===== src/rtl/apb_cpu_if_initiator_pkg.sv =====
// Shared types and constants for the APB to CPU-interface initiator.
package cpu_if_pkg;

    typedef enum logic [1:0] {
        IDLE = 2'd0,
        WAIT = 2'd1,
        RESP = 2'd2
    } state_t;

    localparam int CPU_ADDR_W = 30;
    localparam int CPU_DATA_W = 32;

    localparam logic [CPU_DATA_W-1:0] DEFAULT_ERR_RDATA = 32'hDEAD_BEEF;

endpackage


===== src/rtl/apb_cpu_if_initiator_if.sv =====
// APB3 bus bundle; the initiator block takes the slave modport.
interface apb_cpu_if_initiator_if;
    import cpu_if_pkg::*;

    logic                  psel;
    logic                  penable;
    logic                  pwrite;
    logic [31:0]           paddr;
    logic [CPU_DATA_W-1:0] pwdata;
    logic [CPU_DATA_W-1:0] prdata;
    logic                  pready;
    logic                  pslverr;

    modport master (
        output psel, penable, pwrite, paddr, pwdata,
        input  prdata, pready, pslverr
    );

    modport slave (
        input  psel, penable, pwrite, paddr, pwdata,
        output prdata, pready, pslverr
    );

endinterface


===== src/rtl/apb_cpu_if_initiator_timer.sv =====
// Wait-state timer: cleared with the request pulse, counts while enabled, holds at expiry.
module cpu_if_timeout_timer #(
    parameter int TIMEOUT_CYCLES = 256
) (
    input  logic l_clk,
    input  logic areset,
    input  logic clear,
    input  logic enable,
    output logic expire
);

    localparam int CNT_W = (TIMEOUT_CYCLES > 2) ? $clog2(TIMEOUT_CYCLES) : 1;
    localparam logic [CNT_W-1:0] LAST = CNT_W'(TIMEOUT_CYCLES - 1);

    logic [CNT_W-1:0] count;

    // Saturating at LAST keeps the counter from wrapping while the FSM stays in WAIT.
    always_ff @(posedge l_clk) begin
        if (areset) begin
            count <= '0;
        end else if (clear) begin
            count <= '0;
        end else if (enable && !expire) begin
            count <= count + CNT_W'(1);
        end
    end

    assign expire = (count == LAST);

endmodule


===== src/rtl/apb_cpu_if_initiator.sv =====
// APB3 slave turning each transfer into one CPU-interface read/write pulse, with
// timeout recovery and accounting of completions that belong to timed-out requests.
module apb_cpu_if_initiator
    import cpu_if_pkg::*;
#(
    parameter int                    TIMEOUT_CYCLES = 256,
    parameter logic [CPU_DATA_W-1:0] ERR_RDATA      = DEFAULT_ERR_RDATA,
    parameter int                    STALE_W        = 4
) (
    input  logic                  l_clk,
    input  logic                  areset,
    apb_cpu_if_initiator_if.slave apb,
    output logic                  l_cpu_if_read,
    output logic                  l_cpu_if_write,
    output logic [CPU_ADDR_W-1:0] l_cpu_if_address,
    output logic [CPU_DATA_W-1:0] l_cpu_if_write_data,
    input  logic [CPU_DATA_W-1:0] l_cpu_if_read_data,
    input  logic                  l_cpu_if_access_complete,
    output logic                  timeout_pulse,
    output logic                  spurious_pulse,
    output logic [STALE_W-1:0]    stale_count
);

    localparam logic [STALE_W-1:0] STALE_MAX = '1;

    state_t state, next_state;

    logic access;
    logic start;
    logic misalign_err;
    logic done_ok;
    logic stale_dec;
    logic timeout_fire;
    logic spurious;
    logic timer_expire;

    logic                  cur_write;
    logic [CPU_DATA_W-1:0] rdata_q;
    logic                  err_q;
    logic [STALE_W-1:0]    stale_q;

    assign access = apb.psel & apb.penable;

    always_ff @(posedge l_clk) begin
        if (areset) begin
            state <= IDLE;
        end else begin
            state <= next_state;
        end
    end

    // Outside WAIT a completion either retires a stale request or is spurious.
    always_comb begin
        next_state   = state;
        start        = 1'b0;
        misalign_err = 1'b0;
        done_ok      = 1'b0;
        stale_dec    = 1'b0;
        timeout_fire = 1'b0;
        spurious     = 1'b0;
        case (state)
            IDLE, RESP: begin
                if (state == RESP) begin
                    next_state = IDLE;
                end else if (access) begin
                    if (apb.paddr[1:0] == 2'b00) begin
                        start      = 1'b1;
                        next_state = WAIT;
                    end else begin
                        misalign_err = 1'b1;
                        next_state   = RESP;
                    end
                end
                if (l_cpu_if_access_complete) begin
                    if (stale_q != '0) begin
                        stale_dec = 1'b1;
                    end else begin
                        spurious = 1'b1;
                    end
                end
            end
            WAIT: begin
                if (l_cpu_if_access_complete && (stale_q != '0)) begin
                    stale_dec = 1'b1;
                end
                if (l_cpu_if_access_complete && (stale_q == '0)) begin
                    done_ok    = 1'b1;
                    next_state = RESP;
                end else if (timer_expire) begin
                    timeout_fire = 1'b1;
                    next_state   = RESP;
                end
            end
            default: next_state = IDLE;
        endcase
    end

    cpu_if_timeout_timer #(
        .TIMEOUT_CYCLES(TIMEOUT_CYCLES)
    ) u_timer (
        .l_clk (l_clk),
        .areset(areset),
        .clear (start),
        .enable(state == WAIT),
        .expire(timer_expire)
    );

    // Address and write data only move on a real request so they stay stable between pulses.
    always_ff @(posedge l_clk) begin
        if (areset) begin
            l_cpu_if_read       <= 1'b0;
            l_cpu_if_write      <= 1'b0;
            l_cpu_if_address    <= '0;
            l_cpu_if_write_data <= '0;
            cur_write           <= 1'b0;
            rdata_q             <= '0;
            err_q               <= 1'b0;
            timeout_pulse       <= 1'b0;
            spurious_pulse      <= 1'b0;
        end else begin
            l_cpu_if_read  <= start & ~apb.pwrite;
            l_cpu_if_write <= start & apb.pwrite;
            timeout_pulse  <= timeout_fire;
            spurious_pulse <= spurious;
            if (start) begin
                l_cpu_if_address    <= apb.paddr[31:2];
                l_cpu_if_write_data <= apb.pwdata;
                cur_write           <= apb.pwrite;
            end
            if (misalign_err || timeout_fire) begin
                rdata_q <= ERR_RDATA;
                err_q   <= 1'b1;
            end else if (done_ok) begin
                rdata_q <= cur_write ? '0 : l_cpu_if_read_data;
                err_q   <= 1'b0;
            end
        end
    end

    // A stale completion landing in the timeout cycle cancels that cycle's increment.
    always_ff @(posedge l_clk) begin
        if (areset) begin
            stale_q <= '0;
        end else if (timeout_fire && !stale_dec) begin
            if (stale_q != STALE_MAX) begin
                stale_q <= stale_q + STALE_W'(1);
            end
        end else if (stale_dec && !timeout_fire) begin
            stale_q <= stale_q - STALE_W'(1);
        end
    end

    assign apb.pready  = (state == RESP);
    assign apb.prdata  = apb.pready ? rdata_q : '0;
    assign apb.pslverr = apb.pready & err_q;
    assign stale_count = stale_q;

endmodule


===== src/flat_wrapper.sv =====
// flat-port wrapper written by rule: the top's interface ports become plain ports
module apb_cpu_if_initiator_flat import cpu_if_pkg::*;
#(
    parameter int                    TIMEOUT_CYCLES = 256,
    parameter logic [CPU_DATA_W-1:0] ERR_RDATA      = DEFAULT_ERR_RDATA,
    parameter int                    STALE_W        = 4
)
  (l_clk, areset, l_cpu_if_read, l_cpu_if_write, l_cpu_if_address, l_cpu_if_write_data, l_cpu_if_read_data, l_cpu_if_access_complete, timeout_pulse, spurious_pulse, stale_count, apb_psel, apb_penable, apb_pwrite, apb_paddr, apb_pwdata, apb_prdata, apb_pready, apb_pslverr);
  apb_cpu_if_initiator_if apb_i ();
  input  logic l_clk;
  input  logic areset;
  output logic l_cpu_if_read;
  output logic l_cpu_if_write;
  output logic [CPU_ADDR_W-1:0] l_cpu_if_address;
  output logic [CPU_DATA_W-1:0] l_cpu_if_write_data;
  input  logic [CPU_DATA_W-1:0] l_cpu_if_read_data;
  input  logic l_cpu_if_access_complete;
  output logic timeout_pulse;
  output logic spurious_pulse;
  output logic [STALE_W-1:0] stale_count;
  input wire logic [$bits(apb_i.psel)-1:0] apb_psel;
  input wire logic [$bits(apb_i.penable)-1:0] apb_penable;
  input wire logic [$bits(apb_i.pwrite)-1:0] apb_pwrite;
  input wire logic [$bits(apb_i.paddr)-1:0] apb_paddr;
  input wire logic [$bits(apb_i.pwdata)-1:0] apb_pwdata;
  output wire logic [$bits(apb_i.prdata)-1:0] apb_prdata;
  output wire logic [$bits(apb_i.pready)-1:0] apb_pready;
  output wire logic [$bits(apb_i.pslverr)-1:0] apb_pslverr;
  assign apb_i.psel = apb_psel;
  assign apb_i.penable = apb_penable;
  assign apb_i.pwrite = apb_pwrite;
  assign apb_i.paddr = apb_paddr;
  assign apb_i.pwdata = apb_pwdata;
  assign apb_prdata = apb_i.prdata;
  assign apb_pready = apb_i.pready;
  assign apb_pslverr = apb_i.pslverr;
  apb_cpu_if_initiator #(.TIMEOUT_CYCLES(TIMEOUT_CYCLES), .ERR_RDATA(ERR_RDATA), .STALE_W(STALE_W)) u_core (.l_clk(l_clk), .areset(areset), .apb(apb_i), .l_cpu_if_read(l_cpu_if_read), .l_cpu_if_write(l_cpu_if_write), .l_cpu_if_address(l_cpu_if_address), .l_cpu_if_write_data(l_cpu_if_write_data), .l_cpu_if_read_data(l_cpu_if_read_data), .l_cpu_if_access_complete(l_cpu_if_access_complete), .timeout_pulse(timeout_pulse), .spurious_pulse(spurious_pulse), .stale_count(stale_count));
endmodule

===== config.mk =====
export PLATFORM = sky130hd
export DESIGN_NAME = apb_cpu_if_initiator_flat
export DESIGN_NICKNAME = d
export VERILOG_FILES = /design/src/rtl/apb_cpu_if_initiator_pkg.sv /design/src/rtl/apb_cpu_if_initiator_if.sv /design/src/rtl/apb_cpu_if_initiator_timer.sv /design/src/rtl/apb_cpu_if_initiator.sv /design/src/flat_wrapper.sv
export SDC_FILE = /design/constraint.sdc
export NUM_CORES = 1
export LEC_CHECK = 0
export ABC_AREA = 1
export BUFFER_PORTS_ARGS = -buffer_cell sky130_fd_sc_hd__buf_4
export CAP_MARGIN = 20
export CORE_MARGIN = 2
export CORE_UTILIZATION = 47
export DETAILED_ROUTE_END_ITERATION = 12
export PLACE_DENSITY = 0.84
export SLEW_MARGIN = 20
export SYNTH_ARGS = -nofsm -noshare
export SYNTH_HDL_FRONTEND = slang
export SYNTH_SLANG_ARGS = --single-unit

===== constraint.sdc =====
create_clock -name l_clk -period 2.4 [get_ports l_clk]
set_clock_uncertainty 0.1 [all_clocks]
set_input_delay 0.12 -clock l_clk [delete_from_list [all_inputs] [get_ports l_clk]]
set_output_delay 0.12 -clock l_clk [all_outputs]
set_load 0.02 [all_outputs]

* Word-level counts from Yosys, hierarchy flattened
Cells that the tools add are included.
Word-level totals: register bits 114, word-level logic and storage cells 84
Operators by class: $add $sub $neg 3, equal/unequal tests 7, multiplexer cells 33, bitwise operators 7, reductions and logical operators 21
Operators by type and width (number):
- two-way mux 32 bit | 4
- two-way mux 1 bit | 19
- two-way mux 4 bit | 3
- two-way mux 2 bit | 5
- adder 8 x 1 -> 8 bit (second input constant) | 1
- == test 8 bit (second input constant) | 1
- != test 3 x 1 -> 1 bit (second input constant) | 2
- OR reduction 2 bit | 3
- logical AND 1 bit | 5
- adder 4 x 1 -> 4 bit (second input constant) | 1
- bitwise AND 1 bit | 4
- zero test 2 bit | 2
- zero test 4 bit | 1
- != test 4 bit (second input constant) | 1
- case mux 2 bit (2 select lines) | 1
- AND reduction 2 bit | 2
- nonzero test 2 bit | 2
- nonzero test 4 bit | 1
- subtractor 4 x 1 -> 4 bit (second input constant) | 1
- zero test 1 bit | 3
- NOT 1 bit | 3
- OR reduction 3 bit | 1
- == test 2 x 1 -> 1 bit (second input constant) | 1
- == test 2 bit (second input constant) | 1
- other kinds (3) | 3

* Logic depth before layout (Yosys ltp)
Gate-level depths: netlist of the first run.
depth after elaboration 8, mapped depth 16, gate-level depth less buffers 16

* Modules after synthesis
From an unflattened synthesis of the first run, not the netlist that was laid out.
Unflattened totals: cells, all modules 668, area total of the unflattened synthesis 4832.1 um^2
Modules (own cells, without submodules):
- apb_cpu_if_initiator | times used 1, cells an instance 596, area each 4375.4 um^2, seq. area each 2122.0 um^2
- cpu_if_timeout_timer | times used 1, cells an instance 72, area each 456.7 um^2, seq. area each 160.2 um^2

* Worst setup path before layout of the first run
OpenSTA, ideal clock, no wires.
path type reg-to-reg, start point reg u_core.stale_q[1] (netlist: u_core.stale_count[1]), end point reg u_core.stale_q[3] (netlist: u_core.stale_count[3]), library setup time 0.113 ns, arrival time 2.018 ns, data required time 2.187 ns, path slack 0.168 ns, stages on the path, launching flop included 14, period minus slack after synthesis 2.232 ns, cells stage by stage dfxtp_1 -> nor2_1 -> nand3_1 -> inv_2 -> nor2_2 -> nand2_2 -> ha_1 -> and3_1 -> nor2_1 -> nand3_1 -> nand2_1 -> nor2_2 -> nor2_1 -> nor2_1
Between the ends: longest elaborated chain between the ends 8, elaborated cells on any way between the ends 23
Ends and longest elaborated chain:
- start: declaration | RTL line apb_cpu_if_initiator.sv:40 | logic [STALE_W-1:0] stale_q;
- start signal: assignment | RTL line apb_cpu_if_initiator.sv:146 | stale_q <= stale_q + STALE_W'(1);
- start signal: assignment | RTL line apb_cpu_if_initiator.sv:149 | stale_q <= stale_q - STALE_W'(1);
- nonzero test 4 bit or zero test 4 bit (tied branches) | RTL line apb_cpu_if_initiator.sv:75, apb_cpu_if_initiator.sv:83, apb_cpu_if_initiator.sv:86
- two-way mux 1 bit, or another cell as far along | RTL line apb_cpu_if_initiator.sv:75 | if (stale_q != '0) begin
- two-way mux 1 bit (on tied branches) | RTL line apb_cpu_if_initiator.sv:74, apb_cpu_if_initiator.sv:83, apb_cpu_if_initiator.sv:86
- case mux 1 bit (2 select lines) or two-way mux 1 bit (tied branches) | RTL line apb_cpu_if_initiator.sv:61 | case (state)
- zero test 1 bit (on tied branches) | RTL line apb_cpu_if_initiator.sv:144, apb_cpu_if_initiator.sv:148
- logical AND 1 bit (on tied branches) | RTL line apb_cpu_if_initiator.sv:144, apb_cpu_if_initiator.sv:148
- != test 2 bit (no source line) or nonzero test 2 bit (tied branches)
- AND reduction 2 bit (no source line)
Several ways; a longest one is shown, not always the timed one. The select of a mux whose other input is x is not followed. A chain may end at the register's enable or synchronous reset.

* Worst setup path after layout of the first run
start point reg u_core.stale_q[1] (netlist: u_core.stale_count[1]), end point reg u_core.rdata_q[12]
Between the ends: longest elaborated chain between the ends 6, elaborated cells on any way between the ends 9
Ends and longest elaborated chain:
- zero test 4 bit * | RTL line apb_cpu_if_initiator.sv:86 | if (l_cpu_if_access_complete && (stale_q == '0)) begin
- logical AND 1 bit * | RTL line apb_cpu_if_initiator.sv:86
- two-way mux 1 bit | RTL line apb_cpu_if_initiator.sv:86
- two-way mux 1 bit | RTL line apb_cpu_if_initiator.sv:61
- logical OR 1 bit | RTL line apb_cpu_if_initiator.sv:130 | if (misalign_err || timeout_fire) begin
- two-way mux 32 bit or nonzero test 2 bit (tied branches)
- end signal: assignment | RTL line apb_cpu_if_initiator.sv:134 | rdata_q <= cur_write ? '0 : l_cpu_if_read_data;
- end: declaration | RTL line apb_cpu_if_initiator.sv:38 | logic [CPU_DATA_W-1:0] rdata_q;
Mark *: on every way between the ends. The rest lies on a longest branch, timed or not.

==> results.sh, run 1 <==
export IMPL_run_status="completed"
export IMPL_wl_per_cell_um=17.2
export IMPL_first_pass_iters=5
export IMPL_wirelength_um=18500
export IMPL_ys_warnings_count=0
export IMPL_p_sw_mw=1.18
export IMPL_power_density_mw_per_mm2=666
export IMPL_tightest_slew_ns=0.452
export IMPL_chipHeight_um=103
export IMPL_drv_slew=0
export IMPL_antenna_cells=0
export IMPL_port_buffers=205
export IMPL_power_frac_comb_pct=11.3
export IMPL_die_area_mm2=0.0106
export IMPL_met2WireLength_um=9520
export IMPL_cp_arrival_ns=2.71
export IMPL_vias=5477
export IMPL_hp_class="primary input to flop"
export IMPL_r2r_slack_ns=0.04
export IMPL_synth_enable_flop_cells=0
export IMPL_sw_frac_of_total_pct=21.7
export IMPL_layout_commonest_cell="buf_4"
export IMPL_viasPerCell=5.09
export IMPL_cp_slowest_stage_delay_ns=0.59
export IMPL_antenna_found_initial=0
export IMPL_grt_pass1_vias=5493
export IMPL_cts_clk_slew_worst_paths_ns=0.05
export IMPL_ys_flop_type="dfxtp_1"
export IMPL_end_kind="flop"
export IMPL_holdPathStages=5
export IMPL_ant_nets=0
export IMPL_hp_start="apb_paddr[1]"
export IMPL_clockRootBuffer="clkbuf_8"
export IMPL_synth_area_top_cells="dfxtp_1 (50%), nand2_1 (9.6%), inv_1 (9.0%), o21ai_0 (7.5%), nor2_1 (4.9%)"
export IMPL_grtUsageTotal_pct=32.7
export IMPL_synth_top_area_share_pct=49.7
export IMPL_min_to="u_core.state[1]"
export IMPL_power_frac_clock_pct=52.1
export IMPL_tritoncts="done"
export IMPL_yosysUniqueCellTypes=33
export IMPL_cp_max_fo=32
export IMPL_row_count=36
export IMPL_grt_max_degree=64
export IMPL_min_period_ns=2.36
export IMPL_drt_met1_wl_um=6780
export IMPL_remaining_drc_errors=0
export IMPL_regArea_mm2=0.00228
export IMPL_peakVddDrop_uv=556
export IMPL_r2r_end="u_core.rdata_q[12]"
export IMPL_initialDrtViolationCount=284
export IMPL_p_leak_nw=3.83
export IMPL_initial_utilization_pct=47.7
export IMPL_syn_inst=603
export IMPL_r2r_start="u_core.stale_count[1]"
export IMPL_cp_start_kind="flop"
export IMPL_multi_input_comb_area_mm2=0.00174
export IMPL_route_met3_wl_um=1530
export IMPL_syn_avg_cell_area_um2=7.62
export IMPL_worstSkewPairLatency_ns=0.51
export IMPL_p_total_mw=5.44
export IMPL_max_slew_margin_pct=69.8
export IMPL_setup_viol_count_final=0
export IMPL_clk_path_buf_depth=2
export IMPL_core_area_mm2=0.00964
export IMPL_p_int_mw=4.26
export IMPL_layout_common_cells="buf_4 (210), dlygate4sd3_1 (122), nand2_1 (117)"
export IMPL_async_flop_share_pct=0
export IMPL_required_ns=2.75
export IMPL_grt_overflow=0
export IMPL_drv_cap=0
export IMPL_fillCellCount=498
export IMPL_fp_dieW_um=103
export IMPL_fmax_mhz=424
export IMPL_layout_drive_gt1_share_pct=30.4
export IMPL_syn_to_final_growth_pct=78.0
export IMPL_grt_pass1_wl_um=26400
export IMPL_ys_seq_area_share_pct=49.7
export IMPL_nets=1037
export IMPL_yosys_area_top_type="dfxtp_1"
export IMPL_syn_cell_area_mm2=0.00459
export IMPL_syn_nets=709
export IMPL_highest_layer="met4"
export IMPL_ys_ff_latch=114
export IMPL_worstPathCellList="nor2_2, nand3_2, inv_2, nand2_4, nor2_4, buf_12, nand2_1, a21oi_1, dlygate4sd3_1"
export IMPL_ios=206
export IMPL_final_hold_viol_count=0
export IMPL_setup_tns_ns=0
export IMPL_rr_worst_depth=9
export IMPL_finalCritPeriodShare_pct=98.2
export IMPL_numCtsBuffers=17
export IMPL_htreeDepth=4
export IMPL_seqPwrFrac_pct=36.6
export IMPL_slowest_stage="dlygate4sd3_1"
export IMPL_gp_congestion=0.817
export IMPL_cts_sinks=114
export IMPL_path_class="flop to flop"
export IMPL_dp_hpwl_um=8690
[timing repair]
action / CTS / global route
endpoints found under the setup margin: 1 / 50
hold endpoints to repair: 104 / 0
cloned: 0 / 1
pin swaps: 0 / 0
buffers inserted: 0 / 4
gates resized for setup: 1 / 17
hold buffers: 122 / 0
[metal layers]
| metal | global-route usage, % | vias to the layer above |
|---|---|---|
| li1 | - | 2522 |
| met5 | 0 | - |
| met4 | 17.7 | 0 |
| met1 | 35.0 | 2552 |
| met3 | 8.27 | 59 |
| met2 | 58.9 | 344 |
[Yosys cell counts, types with 2 or more instances]
library cell and count:
nor2_2 3, dfxtp_1 114, nand2_1 117, nor2_1 60, a21oi_2 15, ha_1 3, buf_12 2, o21ai_0 69
clkbuf_1 10, buf_2 6, a21oi_1 43, inv_2 4, nor2_4 3, nand2_4 2, a22oi_1 7, nand4_1 5
nand3_1 5, inv_1 110, nor3_1 4, buf_4 6, buf_1 3
[power by group through the flow]
stage | Clock (mW) | Sequential (mW) | Combinational (mW)
after CTS | 2.86 | 1.99 | 0.564
after global routing | 2.92 | 2.00 | 0.650
after detailed placement | 0 | 2.03 | 0.396
final | 2.84 | 1.99 | 0.613
after global placement | 0 | 2.02 | 0.387
after floorplan | 0 | 2.05 | 0.170
[worst max path at each step]
stage	slack (ns)	start	depth (start not counted)	to
floorplan	0.17	u_core.stale_count[1]	13	u_core.stale_count[3]
detailed placement	-0.01	u_core.u_timer.count[0]	15	u_core.stale_count[3]
global placement	0.13	u_core.u_timer.count[0]	14	u_core.stale_count[3]
CTS	0.008	u_core.u_timer.count[0]	15	u_core.stale_count[3]
global route	-0.05	u_core.stale_count[1]	9	u_core.rdata_q[19]
finish	0.04	u_core.stale_count[1]	9	u_core.rdata_q[12]
[sequential cells by signal (all words and copies together) (netlist names), 2 cells and up]
register,cells
u_core.l_cpu_if_address,30
u_core.l_cpu_if_write_data,32
u_core.u_timer.count,8
u_core.rdata_q,32
u_core.stale_count,4
u_core.state,2
[final cells by class]
| type | count | area share [%] |
|---|---|---|
| clock inverter | 10 | 2.49 |
| timing repair buffer | 336 | 35.1 |
| tap | 133 | 2.04 |
| sequential | 114 | 27.9 |
| timing repair inverter | 1 | 0.0918 |
| inverter | 115 | 5.42 |
| multi-input combinational | 346 | 21.3 |
| clock buffer | 21 | 5.62 |
[per-stage QoR]
stage          cell area, um2  hold slack [ns]  setup WS, ns  utilization (%)  std cells
4_1_cts                  8080           0.0966       0.00784             83.8       1071
3_3_place_gp             6190            0.187         0.134             64.2        918
2_1_floorplan            4590           0.0924         0.168                -        603
6_report                 8180            0.121        0.0442             84.8       1076
3_5_place_dp             6190            0.192       -0.0129             64.2        918
5_1_grt                  8180            0.150       -0.0514             84.8       1076
[cell families (layout without fill, tap and decap cells)]
kind of cell / Yosys count / after routing / share of synthesized area [%]
AO/OA/AOI/OAI: 137 / 137 / 16.8
XOR/XNOR: 1 / 1 / 0.191
adder cells (fa/ha/maj): 4 / 4 / 1.25
buffers and inverters: 143 / 483 / 13.3
flip-flops: 114 / 114 / 49.7
AND/OR/NAND/NOR: 204 / 204 / 18.8
[critical path, delay by kind of cell (launching register included)]
| kind | cells | cell delay [ns] |
|---|---|---|
| buffers and inverters | 3 | 0.93 |
| and+or+nand+nor | 5 | 0.68 |
| DFF | 1 | 0.38 |
| AOI/OAI and AO/OA | 1 | 0.19 |
(Power assumes the default switching activity.)
==> run 2: changes to the inputs <==
--- a/config.mk
+++ b/config.mk
@@ -8,10 +8,10 @@
 export ABC_AREA = 1
 export BUFFER_PORTS_ARGS = -buffer_cell sky130_fd_sc_hd__buf_4
 export CAP_MARGIN = 20
-export CORE_MARGIN = 2
 export CORE_UTILIZATION = 47
 export DETAILED_ROUTE_END_ITERATION = 12
 export PLACE_DENSITY = 0.84
+export SETUP_SLACK_MARGIN = 0.5
 export SLEW_MARGIN = 20
 export SYNTH_ARGS = -nofsm -noshare
 export SYNTH_HDL_FRONTEND = slang
==> run 2 against run 1 <==
Combinational power grew 3%. Setup slack improved by 0.28 ns. Sequential power barely moved. Clock power shrank 12%. Sequential share of layout area decreased by 0.46 points. Non-clock buffer count down 8. Hold slack worse by 0.075 ns. Die area down 3.9%. Global-route usage rose by 3.5 points. First-iteration DRC count grew 16%.
==> results.sh, run 2 (synthesized netlist as in run 1, its figures left out) <==
export IMPL_fillCellCount=387
export IMPL_fp_dieW_um=101
export IMPL_seqPwrFrac_pct=39.0
export IMPL_run_status="completed"
export IMPL_grt_max_degree=66
export IMPL_clk_path_buf_depth=2
export IMPL_initial_utilization_pct=49.0
export IMPL_p_leak_nw=3.75
export IMPL_grtUsageTotal_pct=36.1
export IMPL_ios=206
export IMPL_grt_pass1_wl_um=27900
export IMPL_r2r_start="u_core.stale_count[1]"
export IMPL_fmax_mhz=481
export IMPL_tightest_slew_ns=0.434
export IMPL_min_period_ns=2.08
export IMPL_grt_overflow=0
export IMPL_dp_cells=914
export IMPL_p_total_mw=5.12
export IMPL_power_frac_clock_pct=48.7
export IMPL_path_class="flop to flop"
export IMPL_final_cells=1063
export IMPL_setup_tns_ns=0
export IMPL_fin_hold_ws_ns=0.0459
export IMPL_viasPerCell=5.40
export IMPL_largestRegisters="u_core.l_cpu_if_write_data: 32 flops, u_core.rdata_q: 32 flops, u_core.l_cpu_if_address: 30 flops"
export IMPL_dp_hpwl_um=8810
export IMPL_final_core_util_pct=89.2
export IMPL_finalCritPeriodShare_pct=86.5
export IMPL_antenna_found_initial=0
export IMPL_sw_frac_of_total_pct=23.9
export IMPL_row_count=35
export IMPL_wl_per_cell_um=19.1
export IMPL_nets=1029
export IMPL_layout_drive_gt1_share_pct=36.6
export IMPL_cp_max_fo=6
export IMPL_required_ns=2.69
export IMPL_ant_nets=0
export IMPL_die_area_mm2=0.0102
export IMPL_cp_startpoint="u_core.stale_count[1]"
export IMPL_grt_pass1_vias=5753
export IMPL_numCtsBuffers=17
export IMPL_drv_slew=0
export IMPL_first_pass_iters=5
export IMPL_core_area_mm2=0.00937
export IMPL_vias=5740
export IMPL_tritoncts="done"
export IMPL_initialDrtViolationCount=330
export IMPL_power_density_mw_per_mm2=612
export IMPL_peakVddDrop_uv=622
export IMPL_p_sw_mw=1.22
export IMPL_clockRootBuffer="clkbuf_8"
export IMPL_htreeDepth=4
export IMPL_layout_common_cells="buf_4 (196), nand2_1 (113), inv_1 (107)"
export IMPL_cts_clk_slew_worst_paths_ns=0.06
export IMPL_hp_start="apb_paddr[1]"
export IMPL_syn_to_final_growth_pct=82.0
export IMPL_drv_cap=0
export IMPL_chipHeight_um=101
export IMPL_remaining_drc_errors=0
export IMPL_power_frac_comb_pct=12.3
export IMPL_setup_viol_count_final=0
export IMPL_gp_congestion=0.810
export IMPL_cp_start_kind="flop"
export IMPL_antenna_cells=0
export IMPL_hp_class="primary input to flop"
export IMPL_p_int_mw=3.89
export IMPL_wirelength_um=20300
export IMPL_cp_arrival_ns=2.37
export IMPL_final_hold_viol_count=0
export IMPL_end_kind="flop"
export IMPL_rsz0062_at_grt="true"
export IMPL_port_buffers=205
export IMPL_max_slew_margin_pct=71.0
export IMPL_cts_sinks=114
export IMPL_layout_commonest_cell="buf_4"
export IMPL_worstSkewPairLatency_ns=0.50
-- run 2: power by group through the flow --
stage / Clock, mW / Combinational (mW) / Sequential [mW]
6_report: 2.49 / 0.630 / 2.00
5_1_grt: 2.61 / 0.665 / 2.00
4_1_cts: 2.48 / 0.552 / 1.99
3_5_place_dp: 0 / 0.393 / 2.03
3_3_place_gp: 0 / 0.383 / 2.02
2_1_floorplan: 0 / 0.170 / 2.05
-- run 2: layout make-up --
cell class	instances	area [um2]	share of cell area, %
repair inverters	1	7.51	0.0898
well taps	129	161	1.93
clock inverters	11	138	1.65
multi-input cells	346	1980	23.6
inverters	115	453	5.42
flip-flops and latches	114	2300	27.5
repair buffers	328	2890	34.5
clock buffers	19	442	5.28
-- run 2: final timing paths --
path                                      to  slack, ns  cells past startpoint
setup / recovery       u_core.stale_count[3]       0.32                     14
setup reg to reg       u_core.stale_count[3]       0.32                     14
hold / removal       u_core.u_timer.count[5]       0.05                      5
hold reg to reg   u_core.l_cpu_if_address[0]       0.37                      2
-- run 2: layer usage --
metal / global-route usage, % / wire, um / up-vias
met2: 66.6 / 10000 / 439
li1: - / - / 2503
met5: 0 / 0 / -
met3: 9.57 / 1680 / 139
met4: 22.9 / 1460 / 0
met1: 35.9 / 7070 / 2659
-- run 2: what timing repair did --
action / in CTS / in global routing
resized for setup: 37 / 69
endpoints found under the setup margin: 41 / 77
gates cloned: 2 / 1
hold buffers: 102 / 0
setup buffers: 13 / 1
endpoints found under the hold margin: 102 / 0
pin swaps: 12 / 5
-- run 2: worst max-delay path: stages, from the launching register on --
cell	delay, ns
dfxtp_4	0.38
nor2_2	0.18
nand3_2	0.17
inv_2	0.14
nor2_4	0.05
nand2_4	0.08
ha_4	0.21
nand2_1	0.09
nand2_2	0.08
nor2_4	0.12
inv_1	0.05
nand2_2	0.07
nand4_1	0.11
nand2_1	0.08
nor2_1	0.04
-- run 2: metrics by stage --
step	worst slack, ns	area [um2]
3_3_place_gp	0.324	6230
5_1_grt	0.261	8360
6_report	0.323	8360
2_1_floorplan	0.395	4660
4_1_cts	0.410	8060
3_5_place_dp	0.245	6230
==> run 3: changes to the inputs <==
==> constraint.sdc (replaced) <==
create_clock -name l_clk -period 2.4 [get_ports l_clk]
set_clock_uncertainty 0.1 [all_clocks]
set_input_delay 0.48 -clock l_clk [delete_from_list [all_inputs] [get_ports l_clk]]
set_output_delay 0.48 -clock l_clk [all_outputs]
set_load 0.02 [all_outputs]
==> run 3 against run 2 <==
Combinational power shrank 29%. Critical path depth shrank 7. Largest cell class is now sequential cells. Final cell count shrank 9.6%. Clock-buffer cell count grew 4. Via count shrank 19%.
==> results.sh, run 3 (synthesized netlist as in run 1, its figures left out) <==
export IMPL_r2r_slack_ns=0.34
export IMPL_chipHeight_um=101
export IMPL_largestRegisters="u_core.l_cpu_if_write_data: 32 flops, u_core.rdata_q: 32 flops, u_core.l_cpu_if_address: 30 flops"
export IMPL_vias=4634
export IMPL_wirelength_um=13200
export IMPL_ant_nets=0
export IMPL_antenna_found_initial=0
export IMPL_cpMostUsedCell="buf_4"
export IMPL_drv_cap=0
export IMPL_p_total_mw=4.94
export IMPL_busiest_layer="met2"
export IMPL_use_met1_pct=27.5
export IMPL_grtUsageTotal_pct=25.8
export IMPL_critPathBufInv=6
export IMPL_fp_dieW_um=101
export IMPL_remaining_drc_errors=0
export IMPL_grt_pass1_vias=4403
export IMPL_htreeDepth=4
export IMPL_worstPathCellList="inv_2, nor2_4, buf_4, buf_4, buf_4, buf_6, buf_6"
export IMPL_grt_pass1_wl_um=20400
export IMPL_cp_max_fo=2
export IMPL_place_area_mm2=0.00630
export IMPL_cp_start_kind="flop"
export IMPL_critPathTopFamily="buffers and inverters"
export IMPL_final_cells=961
export IMPL_initial_utilization_pct=49.0
export IMPL_cp_slowest_stage_delay_ns=0.34
export IMPL_finalCritPeriodShare_pct=87.9
export IMPL_dp_cells=915
export IMPL_fillCellCount=666
export IMPL_dp_hpwl_um=8500
export IMPL_max_slew_margin_pct=76.2
export IMPL_min_period_ns=2.11
export IMPL_grt_overflow=0
export IMPL_rsz0062_at_grt="true"
export IMPL_tightest_slew_ns=0.357
export IMPL_numCtsBuffers=17
export IMPL_grt_use_met2_pct=47.3
export IMPL_cts_sinks=114
export IMPL_tritoncts="done"
export IMPL_timing_final_ws_setup_ns=0.290
export IMPL_antenna_cells=0
export IMPL_cp_arrival_ns=1.53
export IMPL_slowest_stage="dfxtp_4"
export IMPL_required_ns=1.82
export IMPL_port_buffers=205
export IMPL_grt_max_degree=66
export IMPL_row_count=35
export IMPL_layout_common_cells="buf_4 (204), nand2_1 (117), inv_1 (107)"
export IMPL_fin_hold_ws_ns=0.0369
export IMPL_core_area_mm2=0.00937
export IMPL_final_area_mm2=0.00726
export IMPL_dp_slack_ns=0.217
export IMPL_final_hold_viol_count=0
export IMPL_die_area_mm2=0.0102
export IMPL_final_core_util_pct=77.5
export IMPL_setup_tns_ns=0
export IMPL_nets=925
export IMPL_p_leak_nw=3.34
export IMPL_setup_viol_count_final=0
export IMPL_peakVddDrop_uv=449
export IMPL_viasPerCell=4.82
export IMPL_cts_clk_slew_worst_paths_ns=0.05
export IMPL_worstSkewPairLatency_ns=0.50
export IMPL_grt_util_met3_pct=8.74
export IMPL_hp_class="primary input to flop"
export IMPL_run_status="completed"
export IMPL_ios=206
export IMPL_clockRootBuffer="clkbuf_8"
export IMPL_first_pass_iters=5
export IMPL_path_class="flop to output pin"
export IMPL_power_density_mw_per_mm2=681
export IMPL_drv_slew=0
export IMPL_layout_drive_gt1_share_pct=40.0
export IMPL_end_kind="output pin"
export IMPL_fmax_mhz=474
export IMPL_wl_per_cell_um=13.7
export IMPL_syn_to_final_growth_pct=58.1
export IMPL_clk_path_buf_depth=2
export IMPL_gp_congestion=0.821
export IMPL_initialDrtViolationCount=132
export IMPL_layout_commonest_cell="buf_4"
[run 3: cell count changes in the layout (fill, tap and decap cells not counted), sizes merged]
cell	change
inv	+2
clkbuf	+3
dlygate4sd3	-102
clkinv	-2
clkinvlp	-3
[run 3: per-layer routing]
layer | share of wire, % | up-vias
li1 | - | 2296
met1 | 38 | 2130
met2 | 52 | 187
met3 | 7.9 | 21
met4 | 1.5 | 0
met5 | 0 | -
[run 3: worst paths after layout]
check | depth (start not counted) | end | from
max reg2reg | 15 | u_core.stale_count[3] | u_core.u_timer.count[1]
min reg2reg | 2 | u_core.l_cpu_if_address[14] | u_core.l_cpu_if_address[14]
max | 7 | apb_pready | u_core.state[1]
min | 2 | u_core.l_cpu_if_read | apb_pwrite
[run 3: where the power goes]
group	internal, mW	switching, mW
clock network	1.66	0.854
logic	0.222	0.224
registers	1.95	0.0348
[run 3: worst reg2reg max path: cells and delay by family (launching register included)]
family,cells,cell delay [ns]
simple gates,11,0.98
fa+ha+maj,2,0.44
buf+inv,2,0.09
flops,1,0.35
[run 3: layout make-up]
class	instances	area (um2)	area share, %
Timing Repair Buffer	225	1840	25.3
Sequential cell	114	2300	31.7
Tap cell	129	161	2.22
Clock inverter	9	129	1.77
Inverter	115	442	6.08
Multi-Input combinational cell	346	1920	26.5
Clock buffer	23	467	6.43
[run 3: repair_timing]
action                     CTS  global route
gates resized for setup     54            12
hold buffers                 0             0
pin swaps                   12             2
hold endpoints to repair     0             0
buffers inserted            10             2
gates cloned                 2             0
setup endpoints to repair   35            69
